### src/rtl/scc_mem_dump_streamer.sv
`default_nettype none
`timescale 1ns/1ps
// ============================================================================
//  Module      : scc_mem_dump_streamer
//  Description : Post-HALT data-memory dump producer. Walks a word-aligned
//                region through a single read port, streams one
//                {address, value} record per word on a valid/ready interface
//                and folds every emitted word into a running checksum.
//  Revision    : 1.0 - initial release
// ============================================================================
module scc_mem_dump_streamer #(
    parameter int          ADDR_W    = 16,
    parameter int          CNT_W     = 12,
    parameter int          MEM_LAT   = 1,
    parameter logic [31:0] CSUM_INIT = 32'hFFFF_FFFF
) (
    input  logic              clk,
    input  logic              rst,
    input  logic              start,
    input  logic [ADDR_W-1:0] start_addr,
    input  logic [CNT_W-1:0]  word_count,
    output logic              mem_rd_en,
    output logic [ADDR_W-1:0] mem_addr,
    input  logic [31:0]       mem_rd_data,
    output logic              dump_valid,
    input  logic              dump_ready,
    output logic [31:0]       dump_addr,
    output logic [31:0]       dump_data,
    output logic              dump_last,
    output logic              busy,
    output logic              done,
    output logic [31:0]       csum
);

    // Read latency counter only needs to reach MEM_LAT-1 (MEM_LAT is 1 or 2).
    localparam logic [1:0] c_lat_last = 2'(MEM_LAT - 1);

    typedef enum logic [2:0] {
        S_IDLE = 3'd0,
        S_READ = 3'd1,
        S_WAIT = 3'd2,
        S_SEND = 3'd3,
        S_FIN  = 3'd4
    } state_t;

    state_t            r_state;
    state_t            w_state_nxt;
    logic [ADDR_W-1:0] r_addr;
    logic [CNT_W-1:0]  r_remaining;
    logic [31:0]       r_data;
    logic [1:0]        r_lat_cnt;
    logic [31:0]       r_csum;
    logic              r_done;

    logic              w_last;
    logic              w_lat_done;
    logic [31:0]       w_csum_nxt;

    assign w_last     = (r_remaining == CNT_W'(1));
    assign w_lat_done = (r_lat_cnt == c_lat_last);
    // Checksum fold of the record currently being handed over.
    assign w_csum_nxt = r_csum ^ r_data ^ ((r_data >> 3) & (r_data << 5));

    assign mem_addr  = r_addr;
    assign dump_addr = 32'(r_addr);
    assign dump_data = r_data;
    assign dump_last = (r_state == S_SEND) && w_last;
    assign busy      = (r_state != S_IDLE);
    assign done      = r_done;
    assign csum      = r_csum;

    // State register.
    always_ff @(posedge clk or posedge rst) begin
        if (rst) begin
            r_state <= S_IDLE;
        end else begin
            r_state <= w_state_nxt;
        end
    end

    // Next-state decode plus the strobes that are pure functions of state.
    always_comb begin
        w_state_nxt = r_state;
        mem_rd_en   = 1'b0;
        dump_valid  = 1'b0;
        case (r_state)
            S_IDLE: begin
                if (start) begin
                    w_state_nxt = (word_count == '0) ? S_FIN : S_READ;
                end
            end
            S_READ: begin
                mem_rd_en   = 1'b1;
                w_state_nxt = S_WAIT;
            end
            S_WAIT: begin
                if (w_lat_done) begin
                    w_state_nxt = S_SEND;
                end
            end
            S_SEND: begin
                dump_valid = 1'b1;
                if (dump_ready) begin
                    w_state_nxt = w_last ? S_FIN : S_READ;
                end
            end
            S_FIN: begin
                w_state_nxt = S_IDLE;
            end
            default: begin
                w_state_nxt = S_IDLE;
            end
        endcase
    end

    // Datapath: region pointer, word counter, read capture, checksum, done.
    always_ff @(posedge clk or posedge rst) begin
        if (rst) begin
            r_addr      <= '0;
            r_remaining <= '0;
            r_data      <= '0;
            r_lat_cnt   <= '0;
            r_csum      <= CSUM_INIT;
            r_done      <= 1'b0;
        end else begin
            r_done <= (r_state == S_FIN);
            case (r_state)
                S_IDLE: begin
                    if (start) begin
                        r_addr      <= start_addr & ~ADDR_W'(3);
                        r_remaining <= word_count;
                        r_csum      <= CSUM_INIT;
                    end
                end
                S_READ: begin
                    r_lat_cnt <= '0;
                end
                S_WAIT: begin
                    r_lat_cnt <= r_lat_cnt + 2'd1;
                    if (w_lat_done) begin
                        r_data <= mem_rd_data;
                    end
                end
                S_SEND: begin
                    if (dump_ready) begin
                        r_csum      <= w_csum_nxt;
                        r_addr      <= r_addr + ADDR_W'(4);
                        r_remaining <= r_remaining - CNT_W'(1);
                    end
                end
                default: begin
                end
            endcase
        end
    end

endmodule
`default_nettype wire

### config.mk
export PLATFORM = sky130hd
export DESIGN_NAME = scc_mem_dump_streamer
export DESIGN_NICKNAME = d
export VERILOG_FILES = /design/src/rtl/scc_mem_dump_streamer.sv
export SDC_FILE = /design/constraint.sdc
export NUM_CORES = 1
export LEC_CHECK = 0
export BUFFER_PORTS_ARGS = -buffer_cell sky130_fd_sc_hd__buf_2
export CAP_MARGIN = 20
export CORE_MARGIN = 5
export CORE_UTILIZATION = 46
export CTS_CLUSTER_DIAMETER = 200
export DETAILED_ROUTE_END_ITERATION = 8
export MAX_ROUTING_LAYER = met4
export PLACE_DENSITY = 0.78
export SYNTH_ARGS = -nofsm -noshare
export SYNTH_HDL_FRONTEND = slang
export SYNTH_SLANG_ARGS = --single-unit
### constraint.sdc
create_clock -name clk -period 2.9 [get_ports clk]
set_input_delay 0.29 -clock clk [delete_from_list [all_inputs] [get_ports clk]]
set_output_delay 0.29 -clock clk [all_outputs]
set_load 0.005 [all_outputs]
Yosys cells after proc, flatten, opt, wreduce, memory -nomap -nowiden
Cells that the tools add are included.
{"block": "op_classes", "bitwise_logic": 3, "add_sub_neg": 3, "eq_ne": 8, "muxes": 18, "n_reduce_logical": 10}
{"operator": "$mux 32", "count": 2}
{"operator": "$pmux 32 s2", "count": 1}
{"operator": "$xor 32x32->32", "count": 2}
{"operator": "$and 29x32->32", "count": 1}
{"operator": "$mux 16", "count": 2}
{"operator": "$pmux 16 s2", "count": 1}
{"operator": "$mux 12", "count": 2}
{"operator": "$pmux 12 s2", "count": 1}
{"operator": "$add 16x3->16 const B", "count": 1}
{"operator": "$mux 3", "count": 5}
{"operator": "$eq 12x1->1 const B", "count": 1}
{"operator": "$logic_not 12->1", "count": 1}
{"operator": "$pmux 3 s4", "count": 1}
{"operator": "$sub 12x1->12 const B", "count": 1}
{"operator": "$eq 3x2->1 const B", "count": 2}
{"operator": "$ne 2x2->1 const B", "count": 3}
{"operator": "$reduce_and 3->1", "count": 2}
{"operator": "$pmux 2 s2", "count": 1}
{"operator": "$reduce_bool 2->1", "count": 2}
{"operator": "$eq 3x1->1 const B", "count": 1}
{"operator": "$eq 3x3->1 const B", "count": 1}
{"operator": "$logic_not 3->1", "count": 1}
{"operator": "$reduce_bool 3->1", "count": 1}
{"operator": "$add 2x1->2 const B", "count": 1}
{"operator": "other kinds (4)", "count": 5}
{"block": "word_totals", "in_bits": 64, "output_inout_bits": 117, "ff_bits": 98}

Logic depth before layout (Yosys ltp)
{"block": "logic_depth", "ltp_word": 4, "ltp_mapped": 7, "mapped_depth_nobuf": 6}

Worst setup path after synthesis
Ideal clock, no wire load.
{"block": "synth_timing", "path_kind": "flip-flop to flip-flop", "start": "reg r_lat_cnt[0]", "end": "reg r_data[10] (netlist: dump_data[10])", "arrival_time_ns": 1.559, "stages_incl_launch_ff": 7, "slack_ns": 1.216, "period_less_slack_ns": 1.684, "path_buffers": 2, "required_ns": 2.775, "cell_sequence": "dfrtp_1 > inv_1 > ha_1 > nor4bb_1 > clkbuf_1 > buf_2 > mux2_2"}
{"block": "synth_via", "elab_chain_len": 2}
{"element": "from (decl)", "line": "51", "rtl": "logic [1:0] r_lat_cnt;"}
{"element": "from (signal assigned)", "line": "139", "rtl": "r_lat_cnt <= r_lat_cnt + 2'd1;"}
{"element": "$logic_not 2->1", "line": "60", "rtl": "assign w_lat_done = (r_lat_cnt == c_lat_last);"}
{"element": "$reduce_and 2->1 (no source line)"}
{"element": "to (signal assigned)", "line": "141", "rtl": "r_data <= mem_rd_data;"}
{"element": "to (decl)", "line": "50", "rtl": "logic [31:0] r_data;"}
No other way between the ends.
A chain may end at the register's enable or synchronous reset.

Final worst setup path
{"block": "layout_timing", "start": "reg r_state[2]", "end": "out dump_valid"}
{"block": "layout_via", "elab_chain_len": 2}
{"element": "from (decl)", "line": "46", "rtl": "state_t r_state;"}
{"element": "from (signal assigned)", "line": "77", "rtl": "r_state <= w_state_nxt;"}
{"element": "$eq 3x2->1", "line": "86", "rtl": "case (r_state)"}
{"element": "$mux 1", "line": "86"}
{"element": "to (decl)", "line": "25", "rtl": "output logic dump_valid,"}
No other way between the ends.

==> run metrics <==
GR Overflow Total=0; WL per Instance=17.4 µm; total track usage=0.213; Pleak=2.85 nW; site row count=39; multi-input combinational cell area=0.00253 mm²; critical path capture point type=primary output; vias in the first global route=4788; outcome=finished, final reports clean; routed vias=4632; Startpoint Class=register; first-pass GRT wire length=24.0 mm; Core Area=0.0114 mm²; total power=8.12 mW; Cells after Synth=553; initial core utilization=0.471; IO buf count=158; CTS buffer count=9; final antenna-violating net count=0; Syn Std Cell Area=0.00538 mm²; GP Congestion=0.865; reg2reg path depth=6; Synth Warn #=0; CTS tree=built; # IOs=181; hold path depth=3; Yosys reg bits=96; final setup fails=0; worst skew pair latency=0.36 ns; crit path time final=2.28 ns; syn avg cell area=9.72 µm²; Post-CTS Resized=0; Hold Crit Class=in -> reg; EDFF count, synth=0; largest net degree at the start of global routing=62; Final Max Slew Viols=0; Layout fillers=990; worst slew pin tran=0.847 ns; kind of critical path=reg -> out; Clock H-tree levels=3; Die Width=118 µm; DPL Wire Length=10.2 mm; Area Overhead vs Synth=20.2%; placed inst area=0.00610 mm²; clk sinks=96; post-DR vias/cell=5.56; TNS Setup=0 ns; Fmax achieved=439 MHz; RSZ-0062 raised after global routing=no; VDD IR max=0.614 mV; Initial DRC Count=315; Tcrit/Tclk final=0.785; Fin. Hold Viols=0; NumNets Final=752; die area=0.0139 mm²; Critical Path AT=1.99 ns; DRC Markers=0; PwrDens=1260 mW/mm²; Layout Skew=0.00805 ns; CTS max path bufs=2; Slew HR=0.434; layout cells sized above 1=0.403; asr flop ratio synth=1.00; crit path max fanout=27; Die H=118 µm; antenna violations before repair=1; FF/Latch Area=0.00244 mm²; hold slack=0.140 ns; Synth cell types=57; drt pass-1 iters=4; Clock Pin Slew Worst Setup and Hold Paths=0.07 ns; Finished Cell Area=0.00646 mm²; Main synth FF type=dfrtp_1; post-synthesis sequential area ratio=0.454; Max-Cap Viols=0; required time of the critical path=2.61 ns; root buffer selected by CTS=clkbuf_16; total wire length=14.5 mm
[final timing paths]
kind	startpoint	slack, ns	endpoint
min	mem_rd_data[31]	0.14	dump_data[31]$_DFFE_PP0P_
max in group asynchronous	rst	1.65	csum[8]$_DFFE_PP1P_
min reg2reg	csum[14]$_DFFE_PP1P_	0.49	csum[14]$_DFFE_PP1P_
max reg2reg	r_state[2]$_DFFE_PP0P_	0.74	r_remaining[10]$_DFFE_PP0P_
min in group asynchronous	rst	0.50	dump_data[31]$_DFFE_PP0P_
max	r_state[2]$_DFFE_PP0P_	0.62	dump_valid
[Yosys cell counts, drive strengths merged (4+ instances only)]
| master | number | area, µm² |
|---|---|---|
| o21ai | 93 | 465 |
| nand2 | 66 | 248 |
| dfrtp | 64 | 1600 |
| buf | 55 | 385 |
| dfstp | 32 | 841 |
| mux2 | 26 | 293 |
| a21oi | 21 | 131 |
| inv | 19 | 71.3 |
| a21bo | 18 | 180 |
| nand3 | 18 | 90.1 |
| xnor2 | 18 | 158 |
| nor2 | 14 | 55.1 |
| clkbuf | 9 | 33.8 |
| a211o | 8 | 70.1 |
| a2bb2oi | 8 | 114 |
| o22ai | 8 | 50.1 |
| nor4 | 7 | 43.8 |
| xor2 | 6 | 52.6 |
| and2 | 4 | 27.5 |
| ha | 4 | 50.1 |
| nand3b | 4 | 30.0 |
| nand4 | 4 | 25.0 |
| nand4b | 4 | 35.0 |
| or3 | 4 | 25.0 |
[layout make-up]
class,count,share of cell area
Clock buffer,11,0.0376
Antenna cell,1,0.000387
Inverter,19,0.0114
Tap cell,143,0.0277
Clock inverter,5,0.0161
Timing Repair Buffer,165,0.137
Multi-Input combinational cell,393,0.392
Sequential cell,96,0.378
[per-stage QoR]
step | std cells | setup slack [ns] | util
after floorplan | 572 | 0.158 | -
final | 833 | 0.624 | 0.566
after detailed placement | 815 | 0.769 | 0.534
after CTS | 832 | 0.602 | 0.565
after global routing | 833 | 0.464 | 0.566
after global placement | 815 | 0.833 | 0.534
[sequential cells by signal (all words and copies together), names as in the netlist]
signal       cells
r_lat_cnt        2
dump_data       32
done             1
mem_addr        14
r_remaining     12
csum            32
r_state          3
[logic make-up after synthesis]
kind of cell    count (synthesis)  synth area share
xor+xnor                       24            0.0391
other cells                     1          0.000698
flops                          96             0.454
simple gates                  140             0.128
fa+ha+maj                       4           0.00931
compound gates                177             0.220
mux                            28            0.0582
buf+inv                        83            0.0912
[worst max-delay path, stage by stage, from the launching register on]
cell and delay (ns):
dfrtp_1 0.51, nand3b_1 0.42, inv_2 0.48, buf_2 0.21
[report_power, final]
group | total (mW) | internal (mW) | leakage, nW | switching (mW)
Clock | 1.41 | 0.867 | 0.170 | 0.539
Combinational | 3.70 | 1.78 | 1.60 | 1.92
Sequential | 3.02 | 2.18 | 1.09 | 0.833
[repair_timing]
action / in CTS / in global routing
hold buffers: 1 / 0
setup buffers: 0 / 0
setup endpoints to repair: 0 / 0
endpoints found under the hold margin: 33 / 0
[cells in the final DEF (no fill, tap or decap), drive strengths merged, types with 19 or more instances in the layout]
cell type and instances:
conb 20, a21oi 21, inv 19, dfrtp 64
nand2 66, buf 164, dfstp 32, o21ai 93
mux2 26
[metal layers]
metal  share of wire  global-route usage
met4           0.014              0.0746
met2            0.48               0.339
met1            0.42               0.265
met5               0                   -
met3           0.089              0.0538
Note: power is estimated with default switching activity, not from simulation.
